===== config.mk =====
export PLATFORM = sky130hd
export DESIGN_NAME = matrix_keypad_scanner_flat
export DESIGN_NICKNAME = d
export VERILOG_FILES = /design/src/rtl/matrix_keypad_scanner_if.sv /design/src/rtl/matrix_keypad_scanner.sv /design/src/flat_wrapper.sv
export SDC_FILE = /design/constraint.sdc
export NUM_CORES = 1
export LEC_CHECK = 0
export BUFFER_PORTS_ARGS = -buffer_cell sky130_fd_sc_hd__buf_2
export CORE_AREA = 2 2 68 70
export DETAILED_ROUTE_END_ITERATION = 8
export DIE_AREA = 0 0 70 72
export HOLD_SLACK_MARGIN = 0.02
export PLACE_DENSITY = 0.82
export SLEW_MARGIN = 20
export SYNTH_ARGS = -nofsm -noshare
export SYNTH_HDL_FRONTEND = slang
export SYNTH_SLANG_ARGS = --single-unit

===== constraint.sdc =====
create_clock -name clock -period 6.3 [get_ports clock]
set_input_delay 1.26 -clock clock [delete_from_list [all_inputs] [get_ports clock]]
set_output_delay 1.26 -clock clock [all_outputs]
set_load 0.03 [all_outputs]

===== src/rtl/matrix_keypad_scanner_if.sv =====
// Keypad pin and key-code handshake bundle for matrix_keypad_scanner.
// master = scanner side, slave = keypad/host side.
interface matrix_keypad_scanner_if #(
  parameter int unsigned ROWS = 4,
  parameter int unsigned COLS = 4
);
  localparam int unsigned CODE_W = $clog2(ROWS * COLS);

  logic [ROWS-1:0]   row_in;
  logic [COLS-1:0]   col_out;
  logic [CODE_W-1:0] key_code;
  logic              key_valid;
  logic              key_ready;
  logic              key_held;
  logic              overflow;

  modport master (
    input  row_in, key_ready,
    output col_out, key_code, key_valid, key_held, overflow
  );

  modport slave (
    output row_in, key_ready,
    input  col_out, key_code, key_valid, key_held, overflow
  );
endinterface


===== src/rtl/matrix_keypad_scanner.sv =====
// ROWS x COLS keypad scanner: column-strobe scan, row synchroniser, debounce, key-code FIFO.
// Optional auto-repeat of a held key is built only when KEYPAD_SCAN_AUTOREPEAT_EN is defined.
module matrix_keypad_scanner #(
  parameter int unsigned ROWS         = 4,
  parameter int unsigned COLS         = 4,
  parameter int unsigned SETTLE_CYC   = 2,
  parameter int unsigned DEBOUNCE_CNT = 3,
  parameter int unsigned FIFO_DEPTH   = 4
`ifdef KEYPAD_SCAN_AUTOREPEAT_EN
  ,
  parameter int unsigned REPEAT_DELAY = 16,
  parameter int unsigned REPEAT_CYC   = 8
`endif
) (
  input logic                     clock,
  input logic                     reset,
  matrix_keypad_scanner_if.master bus
);

  localparam int unsigned CODE_W = $clog2(ROWS * COLS);
  localparam int unsigned ROW_W  = $clog2(ROWS);
  localparam int unsigned COL_W  = $clog2(COLS);
  localparam int unsigned SET_W  = $clog2(SETTLE_CYC + 2);
  localparam int unsigned DB_W   = $clog2(DEBOUNCE_CNT + 1);
  localparam int unsigned PTR_W  = $clog2(FIFO_DEPTH);
  localparam int unsigned OCC_W  = PTR_W + 1;

  typedef enum logic [3:0] {
    IDLE     = 4'b0001,
    SCAN     = 4'b0010,
    DEBOUNCE = 4'b0100,
    PRESSED  = 4'b1000
  } state_t;

  state_t            r_state;
  logic [ROWS-1:0]   r_rs_meta;
  logic [ROWS-1:0]   r_rs;
  logic [COLS-1:0]   r_col_out;
  logic [COL_W-1:0]  r_col_idx;
  logic [ROW_W-1:0]  r_row_idx;
  logic [SET_W-1:0]  r_settle;
  logic [DB_W-1:0]   r_cnt;
  logic              r_held;

  logic [CODE_W-1:0] r_mem [FIFO_DEPTH];
  logic [PTR_W-1:0]  r_wr_ptr;
  logic [PTR_W-1:0]  r_rd_ptr;
  logic [OCC_W-1:0]  r_occ;
  logic [CODE_W-1:0] r_code;
  logic              r_valid;
  logic              r_overflow;

  logic              w_any_row;
  logic              w_row_hit;
  logic              w_settled;
  logic              w_cnt_last;
  logic              w_new_press;
  logic              w_push;
  logic              w_pop;
  logic              w_full;
  logic              w_push_ok;
  logic [CODE_W-1:0] w_code;
  logic [PTR_W-1:0]  w_rd_next;
  logic [OCC_W-1:0]  w_occ_next;

  function automatic logic [ROW_W-1:0] f_lowest(input logic [ROWS-1:0] v);
    f_lowest = '0;
    for (int i = int'(ROWS) - 1; i >= 0; i--) begin
      if (v[i]) f_lowest = ROW_W'(i);
    end
  endfunction

  // Two-flop synchroniser for the asynchronous row inputs
  always_ff @(posedge clock or posedge reset) begin
    if (reset) begin
      r_rs_meta <= '0;
      r_rs      <= '0;
    end else begin
      r_rs_meta <= bus.row_in;
      r_rs      <= r_rs_meta;
    end
  end

  assign w_any_row   = (r_rs != '0);
  assign w_row_hit   = r_rs[r_row_idx];
  assign w_settled   = (r_settle == SET_W'(SETTLE_CYC + 1));
  assign w_cnt_last  = (r_cnt == DB_W'(DEBOUNCE_CNT - 1));
  assign w_code      = CODE_W'(32'(r_row_idx) * COLS + 32'(r_col_idx));
  assign w_new_press = ((r_state == DEBOUNCE) && w_row_hit && w_cnt_last) ||
                       ((r_state == SCAN) && w_settled && w_any_row && (DEBOUNCE_CNT <= 1));

  always_ff @(posedge clock or posedge reset) begin
    if (reset) begin
      r_state   <= IDLE;
      r_col_out <= '1;
      r_col_idx <= '0;
      r_row_idx <= '0;
      r_settle  <= '0;
      r_cnt     <= '0;
      r_held    <= 1'b0;
    end else begin
      unique case (r_state)
        IDLE: begin
          if (w_any_row) begin
            r_state   <= SCAN;
            r_col_idx <= '0;
            r_col_out <= COLS'(1);
            r_settle  <= '0;
          end
        end
        SCAN: begin
          if (!w_settled) begin
            r_settle <= r_settle + SET_W'(1);
          end else if (w_any_row) begin
            r_row_idx <= f_lowest(r_rs);
            r_settle  <= '0;
            if (DEBOUNCE_CNT <= 1) begin
              r_state <= PRESSED;
              r_held  <= 1'b1;
              r_cnt   <= '0;
            end else begin
              r_state <= DEBOUNCE;
              r_cnt   <= DB_W'(1);
            end
          end else if (r_col_idx == COL_W'(COLS - 1)) begin
            r_state   <= IDLE;
            r_col_out <= '1;
            r_settle  <= '0;
          end else begin
            r_col_idx <= r_col_idx + COL_W'(1);
            r_col_out <= r_col_out << 1;
            r_settle  <= '0;
          end
        end
        DEBOUNCE: begin
          if (!w_row_hit) begin
            r_state   <= IDLE;
            r_col_out <= '1;
            r_cnt     <= '0;
          end else if (w_cnt_last) begin
            r_state <= PRESSED;
            r_held  <= 1'b1;
            r_cnt   <= '0;
          end else begin
            r_cnt <= r_cnt + DB_W'(1);
          end
        end
        PRESSED: begin
          // r_cnt now counts consecutive released samples
          if (w_row_hit) begin
            r_cnt <= '0;
          end else if (w_cnt_last) begin
            r_state   <= IDLE;
            r_held    <= 1'b0;
            r_col_out <= '1;
            r_cnt     <= '0;
          end else begin
            r_cnt <= r_cnt + DB_W'(1);
          end
        end
        default: begin
          r_state   <= IDLE;
          r_col_out <= '1;
          r_held    <= 1'b0;
          r_cnt     <= '0;
          r_settle  <= '0;
        end
      endcase
    end
  end

`ifdef KEYPAD_SCAN_AUTOREPEAT_EN
  localparam int unsigned RPT_MAX = (REPEAT_DELAY > REPEAT_CYC) ? REPEAT_DELAY : REPEAT_CYC;
  localparam int unsigned RPT_W   = $clog2(RPT_MAX + 1);

  logic [RPT_W-1:0] r_rep_cnt;
  logic             r_rep_first;
  logic             w_rep_fire;

  assign w_rep_fire = (r_state == PRESSED) &&
                      (r_rep_cnt == (r_rep_first ? RPT_W'(REPEAT_DELAY - 1) : RPT_W'(REPEAT_CYC - 1)));

  always_ff @(posedge clock or posedge reset) begin
    if (reset) begin
      r_rep_cnt   <= '0;
      r_rep_first <= 1'b1;
    end else if (r_state != PRESSED) begin
      r_rep_cnt   <= '0;
      r_rep_first <= 1'b1;
    end else if (w_rep_fire) begin
      r_rep_cnt   <= '0;
      r_rep_first <= 1'b0;
    end else begin
      r_rep_cnt <= r_rep_cnt + RPT_W'(1);
    end
  end

  assign w_push = w_new_press || w_rep_fire;
`else
  assign w_push = w_new_press;
`endif

  // A pop frees the slot in the same cycle, so a push into a full FIFO still lands
  assign w_full     = (r_occ == OCC_W'(FIFO_DEPTH));
  assign w_pop      = r_valid && bus.key_ready;
  assign w_push_ok  = w_push && (!w_full || w_pop);
  assign w_rd_next  = w_pop ? (r_rd_ptr + PTR_W'(1)) : r_rd_ptr;
  assign w_occ_next = r_occ + OCC_W'(w_push_ok) - OCC_W'(w_pop);

  always_ff @(posedge clock or posedge reset) begin
    if (reset) begin
      r_wr_ptr   <= '0;
      r_rd_ptr   <= '0;
      r_occ      <= '0;
      r_code     <= '0;
      r_valid    <= 1'b0;
      r_overflow <= 1'b0;
    end else begin
      if (w_push_ok) r_wr_ptr <= r_wr_ptr + PTR_W'(1);
      r_rd_ptr <= w_rd_next;
      r_occ    <= w_occ_next;
      r_valid  <= (w_occ_next != '0);
      if (w_push_ok && (w_rd_next == r_wr_ptr)) begin
        r_code <= w_code;
      end else if (w_occ_next != '0) begin
        r_code <= r_mem[w_rd_next];
      end
      if (w_push && w_full && !w_pop) r_overflow <= 1'b1;
    end
  end

  always_ff @(posedge clock) begin
    if (w_push_ok) r_mem[r_wr_ptr] <= w_code;
  end

  assign bus.col_out   = r_col_out;
  assign bus.key_code  = r_code;
  assign bus.key_valid = r_valid;
  assign bus.key_held  = r_held;
  assign bus.overflow  = r_overflow;

endmodule


===== src/flat_wrapper.sv =====
// flat-port wrapper written by rule: the top's interface ports become plain ports
module matrix_keypad_scanner_flat 
#(
  parameter int unsigned ROWS         = 4,
  parameter int unsigned COLS         = 4,
  parameter int unsigned SETTLE_CYC   = 2,
  parameter int unsigned DEBOUNCE_CNT = 3,
  parameter int unsigned FIFO_DEPTH   = 4

)
  (clock, reset, bus_row_in, bus_key_ready, bus_col_out, bus_key_code, bus_key_valid, bus_key_held, bus_overflow);
  matrix_keypad_scanner_if #(.ROWS(ROWS), .COLS(COLS)) bus_i ();
  input logic clock;
  input logic reset;
  input wire logic [$bits(bus_i.row_in)-1:0] bus_row_in;
  input wire logic [$bits(bus_i.key_ready)-1:0] bus_key_ready;
  output wire logic [$bits(bus_i.col_out)-1:0] bus_col_out;
  output wire logic [$bits(bus_i.key_code)-1:0] bus_key_code;
  output wire logic [$bits(bus_i.key_valid)-1:0] bus_key_valid;
  output wire logic [$bits(bus_i.key_held)-1:0] bus_key_held;
  output wire logic [$bits(bus_i.overflow)-1:0] bus_overflow;
  assign bus_i.row_in = bus_row_in;
  assign bus_i.key_ready = bus_key_ready;
  assign bus_col_out = bus_i.col_out;
  assign bus_key_code = bus_i.key_code;
  assign bus_key_valid = bus_i.key_valid;
  assign bus_key_held = bus_i.key_held;
  assign bus_overflow = bus_i.overflow;
  matrix_keypad_scanner #(.ROWS(ROWS), .COLS(COLS), .SETTLE_CYC(SETTLE_CYC), .DEBOUNCE_CNT(DEBOUNCE_CNT), .FIFO_DEPTH(FIFO_DEPTH)) u_core (.clock(clock), .reset(reset), .bus(bus_i));
endmodule

==> summary.md <==
| Metric | Value |
|---|---|
| Final Cycle Share | between 60% and 70% |
| GRT overflow | 0 |
| Final WS setup | around 2.2 ns |
| Synth cell count leaders | 33 x dfrtp_1, 20 x mux2i_1, 18 x nor2_1, 16 x edfxtp_1 |
| Post-Synthesis Cells | about 220 |
| PortBufs | 17 |
| Pwr Total | just over 1 mW |
| Synth area leaders | dfrtp_1 31%, edfxtp_1 18%, mux2i_1 7.5% |
| Worst flop-to-flop path startpoint | u_core.bus.key_valid$_DFF_PP0_ |
| Final hold viol count | 0 |
| R2r setup slk | 2.83 ns |
| Post-synthesis sequential area ratio | 53.69% |
| Netlist cell types | 49 |
| Async set-reset flop share out of synthesis | about 70% |
| All-Layer GR Usage | 18.94% |
| Hold-critical path depth | 0 |
| CTS Sinks | 54 |
| CTS Buf Count | 5 |
| Dpl cell area | ~2800 um2 |
| Crit Path Max Fanout | 17 |
| Global-route wire length before repair | between 7000 and 8000 um |
| Status | finished, final reports clean |
| Syn Nets | 237 |
| Post-DP HPWL | about 3100 um |
| Highest-delay cell along the critical path | nand2_1 |
| RePlAce Congestion | between 0.7 and 0.8 |
| Core footprint | around 4300 um2 |
| Routed vias | 1,644 |
| DR DRC count | 0 |
| Final wirelength | between 4000 and 5000 um |
| Largest net degree at the start of global routing | 39 |
| Clock latency on the worst-skew pair | 0.31 ns |
| Synth Area per Inst | ~12 um2 |
| Dpl ws | roughly 1.8 ns |
| Hold EP | u_core.r_rs[3]$_DFF_PP0_ |
| Nature of the critical path endpoint | flip-flop |
| Drt wl/cell | between 10 and 15 um |
| Max stage delay on crit path | between 0.5 and 0.6 ns |
| Setup CP Type | input pin to flip-flop |
| Maximum vdd ir drop | 0.1896 mV |
| Iter 0 DRT Violations | 48 |
| Clock Pin Slew Worst Setup and Hold Paths | ~0.1 ns |
| CP arrival | around 4.3 ns |
| Yosys top cell area share | roughly 31% |
| Chip Width | 70 um |
| Clk buf depth | 2 |
| PostCTS Resize Cnt | 0 |
| Skew final | about 0.0070 ns |
| Synth area leader | dfrtp_1 |
| Number of synthesized flops with an enable pin | 16 |
| Hold Buf Count CTS | 0 |
| Share of layout cells above drive strength 1 | around a fifth |
| Antenna violations before repair | 0 |
| Flops & latches, synth | between 50 and 60 |
| Top FF cell, synth | dfrtp_1 |
| Root buf cell | clkbuf_8 |
| Max_cap viols | 0 |
| Final setup fails | 0 |
| Worst-Margin Slew | a little over 0.8 ns |
| Critical Path Start Type | input pin |
| Row cnt | 24 |
| Vias in the first global route | between 1,500 and 2,000 |
| Setup Fix Bufs, Post-CTS | 0 |
| Max Freq | roughly 0.24 GHz |
| Pins Over Slew Limit | 0 |
| Area Growth Syn to Fin | 7.570% |
| Critical Path, Cell by Cell | buf_2 > nand2_1 > inv_2 > ha_1 > inv_1 > ha_1 > fa_1 > xnor2_1 > xnor2_1 > or3_1 > mux2i_1 > mux2_2 |
| Hold wc startpoint | u_core.r_rs_meta[3]$_DFF_PP0_ |
| Hold Crit Class | flip-flop to flip-flop |
| TNS Setup | 0 ns |
| Unrepaired setup endpoints after global routing | no |
| Cell Area, Synth | ~2700 um2 |
| Height of the chip | around 70 um |
| Slew margin rel. | between 40% and 50% |
| CTS tree | done |
| Detailed Routing Iterations Pass 1 | 4 |
| Cells on worst reg2reg path | 11 |
| Vias/cell | about 5.6 |
| Die area | slightly above 5000 um2 |
| Num ports | 18 |
| Htree depth | 2 |
| Leak | roughly 1.3 nW |
| Initial Util | approximately 63% |
| End of the worst register-to-register path | u_core.bus.key_code[3]$_DFFE_PP0P_ |
| Power Dens Cells | 351.9 nW/um2 |
| Minimum clock period | approximately 4.1 ns |
| Post-route cell area | approximately 2900 um2 |
| Routed Antenna Nets | 0 |
| NumNets Final | between 200 and 300 |
| Antenna cells | 0 |
| Req. time, crit path | 6.50 ns |
| Count leader, synth | dfrtp_1 |
| Syn. warnings | 0 |
[where the power goes]
part	leakage (nW)	internal (mW)	total (mW)	switching, mW
Sequential	0.607	0.428	0.485	0.0569
Combinational	0.607	0.152	0.340	0.188
Clock	0.0452	0.0786	0.189	0.110
Total	1.26	0.659	1.01	0.355
[cells in the final DEF (no fill, tap or decap), drive strengths merged, types with 2 or more instances in the layout]
master | Yosys | layout
dfrtp | 33 | 33
mux2i | 20 | 20
nor2 | 18 | 18
buf | 6 | 18
edfxtp | 16 | 16
o21ai | 15 | 15
nand2 | 14 | 14
inv | 14 | 14
ha | 8 | 8
xnor2 | 7 | 7
mux2 | 7 | 7
clkbuf | 2 | 6
and2 | 6 | 6
nand2b | 5 | 5
mux4 | 5 | 5
a21oi | 5 | 5
a22o | 5 | 5
dfstp | 5 | 5
nor2b | 4 | 4
nor3 | 3 | 3
o21a | 3 | 3
and3 | 2 | 2
nand4 | 2 | 2
a21boi | 2 | 2
clkinv | 0 | 2
[per-stage QoR]
stage	std cells	util, %	hold WS [ns]
finish	291	67.55	0.3571
global route	291	67.55	0.3663
CTS	291	67.55	0.3592
detailed placement	283	65.52	0.3365
global placement	283	65.52	0.3316
floorplan	221	-	0.3312
[final cells by class]
class                      count  area, um2
clock inverter                 2      13.76
fill                         321       1384
timing repair buffer          18      92.59
tap                           52      65.06
inverter                      14      52.55
sequential                    54       1438
multi-input combinational    145       1146
clock buffer                   6      72.57
[worst max-delay path: cells and delay by family]
kind	cells	cell delay, ns
xor+xnor	2	0.28
fa+ha+maj	3	0.95
buf+inv	3	0.36
mux	2	0.42
simple gates	2	1.03
[worst max-delay path by stage]
stage                             start                                  to  depth (start not counted)
final                     bus_key_ready  u_core.bus.key_code[3]$_DFFE_PP0P_                         12
after detailed placement  bus_key_ready  u_core.bus.key_code[3]$_DFFE_PP0P_                         12
after floorplan           bus_key_ready  u_core.bus.key_code[0]$_DFFE_PP0P_                         12
after CTS                 bus_key_ready  u_core.bus.key_code[3]$_DFFE_PP0P_                         12
after global routing      bus_key_ready  u_core.bus.key_code[3]$_DFFE_PP0P_                         12
after global placement    bus_key_ready  u_core.bus.key_code[2]$_DFFE_PP0P_                         12
[cell families (layout without fill, tap and decap cells)]
family / Yosys count / in the layout / share of synthesized area, %
buf+inv: 22 / 40 / 3.504
compound gates: 36 / 36 / 9.393
mux: 32 / 32 / 14.63
simple gates: 61 / 61 / 12.01
fa+ha+maj: 9 / 9 / 4.486
flops: 54 / 54 / 53.69
xor+xnor: 7 / 7 / 2.290
[sequential cells by signal (all words and copies together) (netlist names), 3 cells and up]
name                 count
u_core.bus.col_out       4
u_core.bus.key_code      4
u_core.r_mem            16
u_core.r_occ             3
u_core.r_rs              4
u_core.r_rs_meta         4
u_core.r_state           4
[metal layers]
layer  track usage (%)  vias to the layer above  routed length (um)
met2             34.07                       33                2181
met4             8.761                        0                 113
li1                  -                      812                   -
met5                 0                        -                   0
met3             4.167                       11                 155
met1             21.75                      788                1897
Power figures use the tool's default switching activity.
